File: src/rtl/irq_pkg.sv
// Shared types and default sizing for the interrupt pending arbiter.
package irq_pkg;

    localparam int unsigned DefN    = 8;
    localparam int unsigned DefIdxW = 3;

    typedef enum logic {
        StIdle,
        StOffer
    } irq_state_e;

endpackage

File: src/rtl/prio_enc_n.sv
// Combinational highest-index-first priority encoder.
module prio_enc_n
    import irq_pkg::*;
#(
    parameter int unsigned N     = DefN,
    parameter int unsigned IDX_W = DefIdxW
) (
    input  logic [N-1:0]     vec,
    output logic [IDX_W-1:0] idx,
    output logic             any
);

    // Ascending scan: the last (highest) set bit wins.
    always_comb begin
        idx = '0;
        any = 1'b0;
        for (int i = 0; i < N; i++) begin
            if (vec[i]) begin
                idx = IDX_W'(i);
                any = 1'b1;
            end
        end
    end

endmodule

File: src/rtl/irq_pending_arbiter.sv
// Sticky pending register with mask, priority select and valid/ready offer.
// Optional macro IRQ_SYNC_EN adds a two-flop synchronizer on req.
module irq_pending_arbiter
    import irq_pkg::*;
#(
    parameter int unsigned N     = DefN,
    parameter int unsigned IDX_W = DefIdxW,
    parameter bit          EDGE  = 1'b1
) (
    input  logic             clk,
    input  logic             rst_n,
    input  logic             En,
    input  logic [N-1:0]     req,
    input  logic [N-1:0]     mask,
    output logic             out_valid,
    input  logic             out_ready,
    output logic [IDX_W-1:0] out_idx,
    output logic [N-1:0]     pending,
    output logic             overflow
);

    logic [N-1:0]     req_s;
    logic [N-1:0]     req_q;
    logic [N-1:0]     rise;
    logic [N-1:0]     clr;
    logic [N-1:0]     pending_d, pending_q;
    logic             overflow_d, overflow_q;
    logic             out_valid_q;
    logic [IDX_W-1:0] out_idx_q;
    irq_state_e       state_q;
    logic [IDX_W-1:0] enc_idx;
    logic             enc_any;

`ifdef IRQ_SYNC_EN
    logic [N-1:0] sync1_q, sync2_q;

    always_ff @(posedge clk or negedge rst_n) begin
        if (!rst_n) begin
            sync1_q <= '0;
            sync2_q <= '0;
        end else begin
            sync1_q <= req;
            sync2_q <= sync1_q;
        end
    end

    assign req_s = sync2_q;
`else
    assign req_s = req;
`endif

    always_ff @(posedge clk or negedge rst_n) begin
        if (!rst_n) begin
            req_q <= '0;
        end else begin
            req_q <= req_s;
        end
    end

    assign rise = EDGE ? (req_s & ~req_q) : req_s;

    always_comb begin
        clr = '0;
        for (int i = 0; i < N; i++) begin
            clr[i] = out_valid_q && out_ready && (out_idx_q == IDX_W'(i));
        end
    end

    // A new event on the bit being acknowledged survives the clear.
    always_comb begin
        pending_d  = (pending_q & ~clr) | rise;
        overflow_d = |(rise & pending_q & ~clr);
    end

    always_ff @(posedge clk or negedge rst_n) begin
        if (!rst_n) begin
            pending_q  <= '0;
            overflow_q <= 1'b0;
        end else begin
            pending_q  <= pending_d;
            overflow_q <= overflow_d;
        end
    end

    prio_enc_n #(
        .N     (N),
        .IDX_W (IDX_W)
    ) u_prio_enc (
        .vec (pending_q & mask),
        .idx (enc_idx),
        .any (enc_any)
    );

    // Offers are never withdrawn: OFFER ignores En, mask and new events.
    always_ff @(posedge clk or negedge rst_n) begin
        if (!rst_n) begin
            state_q     <= StIdle;
            out_valid_q <= 1'b0;
            out_idx_q   <= '0;
        end else begin
            unique case (state_q)
                StIdle: begin
                    if (En && enc_any) begin
                        out_idx_q   <= enc_idx;
                        out_valid_q <= 1'b1;
                        state_q     <= StOffer;
                    end
                end
                StOffer: begin
                    if (out_ready) begin
                        out_valid_q <= 1'b0;
                        state_q     <= StIdle;
                    end
                end
                default: begin
                    out_valid_q <= 1'b0;
                    state_q     <= StIdle;
                end
            endcase
        end
    end

    assign out_valid = out_valid_q;
    assign out_idx   = out_idx_q;
    assign pending   = pending_q;
    assign overflow  = overflow_q;

endmodule

File: config.mk
export PLATFORM = sky130hd
export DESIGN_NAME = irq_pending_arbiter
export DESIGN_NICKNAME = d
export VERILOG_FILES = /design/src/rtl/irq_pkg.sv /design/src/rtl/prio_enc_n.sv /design/src/rtl/irq_pending_arbiter.sv
export SDC_FILE = /design/constraint.sdc
export NUM_CORES = 1
export LEC_CHECK = 0
export ABC_AREA = 1
export CAP_MARGIN = 20
export CORE_UTILIZATION = 47
export DETAILED_ROUTE_END_ITERATION = 12
export GPL_ROUTABILITY_DRIVEN = 1
export PLACE_DENSITY_LB_ADDON = 0.05
export SETUP_SLACK_MARGIN = 0.4
export SLEW_MARGIN = 20
export SYNTH_ARGS = -nofsm -noshare
export SYNTH_HDL_FRONTEND = slang
export SYNTH_SLANG_ARGS = --single-unit
File: constraint.sdc
create_clock -name clk -period 1.6 [get_ports clk]
set_input_delay 0.48 -clock clk [delete_from_list [all_inputs] [get_ports clk]]
set_output_delay 0.48 -clock clk [all_outputs]
set_load 0.005 [all_outputs]
==> results of run 1 <==
-- flip-flops by register name, summed over array words and instances, names as in the netlist --
signal,flops
out_valid,1
pending,8
overflow,1
state_q,1
req_q,8
out_idx,3
-- per-stage QoR --
step,cell area [um2],TNS [ps]
after global routing,1610,0
final,1610,0
after floorplan,975,0
after CTS,1480,0
after global placement,1380,-419
after detailed placement,1380,-494
-- power groups by stage --
stage | combinational [mW] | clock (mW) | sequential (mW)
2_1_floorplan | 0.194 | 0 | 0.734
3_3_place_gp | 0.464 | 0 | 0.740
3_5_place_dp | 0.471 | 0 | 0.741
4_1_cts | 0.589 | 0.303 | 0.685
5_1_grt | 0.803 | 0.326 | 0.705
6_report | 0.749 | 0.309 | 0.696
-- worst paths after layout --
kind,startpoint,to,cells past startpoint
max,mask[1],out_idx[0]$_DFFE_PN0P_,8
min,req_q[1]$_DFF_PN0_,pending[1]$_DFF_PN0_,1
max reg2reg,pending[5]$_DFF_PN0_,out_idx[0]$_DFFE_PN0P_,9
min reg2reg,req_q[1]$_DFF_PN0_,pending[1]$_DFF_PN0_,1
max in group asynchronous,rst_n,out_idx[1]$_DFFE_PN0P_,2
min in group asynchronous,rst_n,req_q[0]$_DFF_PN0_,2
-- per-layer routing --
layer	up-vias	wire [um]
li1	481	-
met1	516	1190
met2	45	1550
met3	8	139
met4	0	57
met5	-	0
-- logic make-up after synthesis --
kind of cell           after synthesis  synth area share
buffers and inverters               15            0.0578
AOI/OAI and AO/OA                   16             0.112
DFF                                 22             0.565
and+or+nand+nor                     57             0.266
-- cell usage in the layout (no fill, tap or decap), types with 2 or more instances in the layout --
master and instances:
sky130_fd_sc_hd__buf_4 18, sky130_fd_sc_hd__nand2_4 7, sky130_fd_sc_hd__dlymetal6s2s_1 2, sky130_fd_sc_hd__dfrtp_1 22, sky130_fd_sc_hd__nand3_1 2, sky130_fd_sc_hd__nor2_2 4
sky130_fd_sc_hd__nand4_1 7, sky130_fd_sc_hd__buf_2 13, sky130_fd_sc_hd__nor2_4 5, sky130_fd_sc_hd__nand2_1 16, sky130_fd_sc_hd__a21oi_1 3, sky130_fd_sc_hd__a22o_1 6
sky130_fd_sc_hd__nor2_1 3, sky130_fd_sc_hd__clkbuf_4 3, sky130_fd_sc_hd__o21ai_2 2, sky130_fd_sc_hd__buf_6 5, sky130_fd_sc_hd__clkdlybuf4s50_1 16, sky130_fd_sc_hd__nand2_2 13
sky130_fd_sc_hd__inv_1 15
-- critical path, cell delays in order --
cell,delay (ps)
sky130_fd_sc_hd__clkdlybuf4s50_1,450
sky130_fd_sc_hd__nand2_1,100
sky130_fd_sc_hd__nand2_2,80
sky130_fd_sc_hd__nor2_4,140
sky130_fd_sc_hd__nand2_4,80
sky130_fd_sc_hd__nand2_4,100
sky130_fd_sc_hd__nor2_2,40
sky130_fd_sc_hd__a21oi_1,130
-- final cells by class --
type                    count  share of cell area
clock buffers               4              0.0225
inverters                  15              0.0349
multi-input cells          73               0.302
flip-flops and latches     22               0.341
well taps                  27              0.0209
repair buffers             55               0.279
-- what timing repair did --
action	4_1_cts	5_1_grt
endpoints found under the hold margin	0	0
buffers inserted	13	3
pin swaps	8	9
gates resized for setup	63	35
hold buffers	0	0
endpoints found under the setup margin	27	20
==> results.cfg, run 1 <==
[global_routing]
met2_usage = 0.373
globalRouteMet1Util = 0.310
grt_first_pass_wirelength_um = 3530
groute.usage.overall = 0.225
grt.met3_usage = 0.0226
grt_start_max_net_pins = 23
grt_pass1_vias = 860
globalRouteOverflowTotal = 0
grt.busiest_layer = met2
antenna_found_initial = 0

[worst_hold_path]
min-delay-path-class = reg -> reg

[setup_path]
cp-end-kind = register
critPathLaunchType = input pin
timing.setup.critical_path_class = in -> reg
critical_path.max_fanout = 6
required_ps = 1840
r2r_slack_ps = 270
timing.critical_path.arrival_ps = 1600

[clock_network]
cts.path.max_buffers = 2
cts_htree_levels = 1
clk_latency_ps = 310
cts.root.buffer_cell = sky130_fd_sc_hd__clkbuf_4
tritoncts_clock_tree = done
cts-buffers-inserted = 3
clk_pin_slew_worst_setup_hold_paths_ps = 120
cts_num_sinks = 22

[timing]
rsz0062_at_grt = true
finClkSkew_ps = 4.49
period_share = 0.854
min_period_ps = 1370
tightestPinTransition_ps = 275
report.final.slew_viol_count = 0
timing.max_slew.rel_slack = 0.816
hold_ws_ps = 477
final_hold_viols = 0
max_freq_mhz = 732
timing.final.setup_violations = 0
final_critical_path_setup_slack_ps = 233

[detailed_routing]
drtPass1Iterations = 6
detail_route.drc_violations = 0
route.detailed.vias_per_inst = 5.36
final_wirelength_um = 2940
drt_iter0_markers = 40
wl_per_cell_um = 15.0
vias = 1050
detail-route-antenna-nets = 0

[pwr]
power.sequential.fraction = 0.397
power.share.combinational = 0.427
internal_power_mw = 1.15
static-leakage-power_nw = 0.818
power.switching_fraction = 0.345
vdd.ir_drop.worst_mv = 0.759
share_clk_of_total_power = 0.176
switching_power_uw = 606
p_per_area_nw_per_um2 = 1090
power.total_mw = 1.75

[synthesis]
synth_area_per_cell_um2 = 8.86
syn-instance-count = 110
yosys_warnings = 0
synth_commonest_cells = sky130_fd_sc_hd__nand2_1 (32), sky130_fd_sc_hd__dfrtp_1 (22), sky130_fd_sc_hd__inv_1 (15), sky130_fd_sc_hd__nor2_1 (8), sky130_fd_sc_hd__nand4_1 (7)
ys_seq_elements = 22
synth.yosys.seq_area_share = 0.565
synth_nets = 130
synthDominantAreaCellType = sky130_fd_sc_hd__dfrtp_1
synth_edf_count = 0
synth_area_um2 = 975
synth_top_area_share = 0.565
synthMostInstantiatedCell = sky130_fd_sc_hd__nand2_1
async_reset_ff_frac = 1.00
ys_types = 14
dominantRegCellSynth = sky130_fd_sc_hd__dfrtp_1
yosys-top-cells-area = sky130_fd_sc_hd__dfrtp_1 (56%), sky130_fd_sc_hd__nand2_1 (12%), sky130_fd_sc_hd__inv_1 (5.8%), sky130_fd_sc_hd__a22o_1 (5.4%), sky130_fd_sc_hd__nand4_1 (4.5%)

[floorplan]
die_width_um = 47.5
design.die.area_um2 = 2260
floorplan.rows = 16
ios = 33
floorplan.core_area_um2 = 1960
floorplan.die.height_um = 47.5
floorplan.initialDensity = 0.497

[place]
hpwl_um = 1660
buffer_ports.inserted = 32
finalWeightedCongestion = 0.791
dp.cells = 176
dpl_worst_slack_ps = -162

[run_status]
run_status = finished clean

[layout]
postLayoutCoreUtil = 0.823
design.final.nets = 190
final_cell_count_no_fill = 196
fillerInstances = 124
diodes = 0
storage_cell_area_um2 = 551
multi_input_comb_area_um2 = 487
layout-area-overhead-vs-synth_pct = 65.6
final_layout_size_suffix_gt1_frac = 0.432

[flow_run]
max_cap_viol_count = 0
(Power assumes the default switching activity.)
==> inputs of run 2 (changes only) <==
--- a/config.mk
+++ b/config.mk
@@ -7,10 +7,13 @@
 export LEC_CHECK = 0
 export ABC_AREA = 1
 export CAP_MARGIN = 20
-export CORE_UTILIZATION = 47
+export CORE_UTILIZATION = 50
+export CTS_BUF_LIST = sky130_fd_sc_hd__clkbuf_4 sky130_fd_sc_hd__clkbuf_8
 export DETAILED_ROUTE_END_ITERATION = 12
 export GPL_ROUTABILITY_DRIVEN = 1
+export HOLD_SLACK_MARGIN = 0.12
 export PLACE_DENSITY_LB_ADDON = 0.05
+export RECOVER_POWER = 100
 export SETUP_SLACK_MARGIN = 0.4
 export SLEW_MARGIN = 20
 export SYNTH_ARGS = -nofsm -noshare
==> results.cfg, run 2 (synthesis results as in run 1) <==
[layout]
layout-area-overhead-vs-synth_pct = 65.7
storage_cell_area_um2 = 551
design.final.nets = 188
layout.cells.most_common = sky130_fd_sc_hd__dfrtp_1
final_cell_count_no_fill = 192
final_layout_size_suffix_gt1_frac = 0.389
multi_input_comb_area_um2 = 520
fillerInstances = 77
diodes = 0
layout.cells.most_common_list = sky130_fd_sc_hd__dfrtp_1 (22), sky130_fd_sc_hd__nand2_1 (20), sky130_fd_sc_hd__inv_1 (15), sky130_fd_sc_hd__buf_4 (11)
finish.instance_area_um2 = 1620

[floorplan]
floorplan.die.height_um = 46.2
ios = 33
floorplan.rows = 15
design.die.area_um2 = 2130
floorplan.initialDensity = 0.547
floorplan.core_area_um2 = 1780
die_width_um = 46.2

[setup_path]
r2r_slack_ps = 170
timing.critical_path.arrival_ps = 1640
critical_path.max_fanout = 4
r2r_end = overflow$_DFF_PN0_
reg2reg_from = out_idx[2]$_DFFE_PN0P_
timing.setup.critical_path_class = reg -> reg
required_ps = 1810
worstSetupStartpoint = out_idx[2]$_DFFE_PN0P_
crit_end = overflow$_DFF_PN0_
critPathLaunchType = register
worst-r2r-cell-count = 8
cp-end-kind = register

[pwr]
vdd.ir_drop.worst_mv = 0.826
static-leakage-power_nw = 0.794
p_per_area_nw_per_um2 = 1100

[clock_network]
cts_htree_levels = 1
cts.path.max_buffers = 2
cts-buffers-inserted = 3
tritoncts_clock_tree = done
cts_num_sinks = 22
clk_pin_slew_worst_setup_hold_paths_ps = 130
clk_latency_ps = 310
cts.root.buffer_cell = sky130_fd_sc_hd__clkbuf_4
cts.hold.buffers_added = 0

[global_routing]
grt_first_pass_wirelength_um = 4460
grt_pass1_vias = 1020
grt_start_max_net_pins = 23
antenna_found_initial = 0
globalRouteOverflowTotal = 0
groute.usage.overall = 0.302

[timing]
timing.max_slew.rel_slack = 0.638
min_period_ps = 1430
tightestPinTransition_ps = 542
final_hold_viols = 0
rsz0062_at_grt = true
period_share = 0.892
finClkSkew_ps = 4.37
report.final.slew_viol_count = 0
hold_ws_ps = 512
timing.final.setup_violations = 0
max_freq_mhz = 701

[run_status]
run_status = finished clean

[detailed_routing]
wl_per_cell_um = 17.7
detail-route-antenna-nets = 0
detail_route.drc_violations = 0
vias = 1093
drt_iter0_markers = 34
final_wirelength_um = 3390
route.detailed.vias_per_inst = 5.69
drtPass1Iterations = 4

[worst_hold_path]
min-delay-path-class = reg -> reg

[place]
finalWeightedCongestion = 0.836
hpwl_um = 1620
buffer_ports.inserted = 32
dp.cells = 169
placed_cell_area_um2 = 1340

[flow_run]
max_cap_viol_count = 0
## run 2: cell count changes in the layout (fill, tap and decap cells not counted), moves of 3 or more
cell | previous run | this run
sky130_fd_sc_hd__buf_6 | 5 | 8
sky130_fd_sc_hd__buf_4 | 18 | 11
sky130_fd_sc_hd__clkbuf_1 | 0 | 5
sky130_fd_sc_hd__dlygate4sd3_1 | 0 | 9
sky130_fd_sc_hd__buf_2 | 13 | 9
sky130_fd_sc_hd__nand2_2 | 13 | 6
sky130_fd_sc_hd__clkdlybuf4s50_1 | 16 | 1
sky130_fd_sc_hd__dlygate4sd2_1 | 1 | 9
sky130_fd_sc_hd__nand2_1 | 16 | 20
## run 2: power breakdown
part	internal, mW	switching, mW	leakage (nW)
sequential	0.641	0.0579	0.235
combinational	0.348	0.416	0.538
clock	0.139	0.171	0.0210
## run 2: area by class of cell
type	count	share of cell area
well taps	25	0.0194
repair buffers	53	0.260
multi-input cells	73	0.322
flip-flops and latches	22	0.341
clock buffers	4	0.0225
inverters	15	0.0349
## run 2: metal layers
| layer | vias up | GRT usage | share of wire |
|---|---|---|---|
| met5 | - | 0 | 0 |
| met4 | 0 | 0.0941 | 0.026 |
| met3 | 13 | 0.0353 | 0.065 |
| met2 | 66 | 0.563 | 0.53 |
| met1 | 536 | 0.355 | 0.38 |
| li1 | 478 | - | - |
## run 2: worst min path at each step
| stage | slack, ps | cells past startpoint | endpoint | startpoint |
|---|---|---|---|---|
| after floorplan | 180 | 0 | out_idx[0]$_DFFE_PN0P_ | rst_n |
| after global placement | 440 | 1 | pending[1]$_DFF_PN0_ | req_q[1]$_DFF_PN0_ |
| after detailed placement | 460 | 1 | out_valid$_DFFE_PN0P_ | state_q$_DFF_PN0_ |
| after CTS | 490 | 1 | pending[1]$_DFF_PN0_ | req_q[1]$_DFF_PN0_ |
| after global routing | 540 | 1 | pending[1]$_DFF_PN0_ | req_q[1]$_DFF_PN0_ |
| final | 510 | 1 | pending[1]$_DFF_PN0_ | req_q[1]$_DFF_PN0_ |
## run 2: timing repair
| action | 4_1_cts | 5_1_grt |
|---|---|---|
| resized for setup | 89 | 26 |
| hold endpoints to repair | 0 | 0 |
| endpoints found under the setup margin | 27 | 22 |
| setup buffers | 17 | 2 |
| cloned | 0 | 0 |
| pin swaps | 16 | 14 |
## run 2: metrics by stage
stage                     setup TNS [ps]  utilization  setup slack [ps]  total power [mW]
after floorplan                        0            -               487             0.927
after global placement              -554        0.752              -162              1.18
after detailed placement            -900        0.752              -177              1.19
after CTS                              0        0.868               197              1.63
after global routing                   0        0.906              70.7              1.83
final                                  0        0.906               173              1.77
## run 2: worst max-delay path: stages, from the launching register on
cell	delay (ps)
sky130_fd_sc_hd__dfrtp_1	380
sky130_fd_sc_hd__clkbuf_1	230
sky130_fd_sc_hd__inv_1	120
sky130_fd_sc_hd__nor2_4	180
sky130_fd_sc_hd__nand2_1	100
sky130_fd_sc_hd__nand4_1	80
sky130_fd_sc_hd__nand2_1	90
sky130_fd_sc_hd__nor2_1	90
sky130_fd_sc_hd__nand2_1	60
==> inputs of run 3 (changes only) <==
--- a/config.mk
+++ b/config.mk
@@ -15,7 +15,7 @@
 export PLACE_DENSITY_LB_ADDON = 0.05
 export RECOVER_POWER = 100
 export SETUP_SLACK_MARGIN = 0.4
-export SLEW_MARGIN = 20
+export SLEW_MARGIN = 0
 export SYNTH_ARGS = -nofsm -noshare
 export SYNTH_HDL_FRONTEND = slang
 export SYNTH_SLANG_ARGS = --single-unit
==> results of run 3 <==
The final DEF is identical to that of run 2; final timing and power are the same.
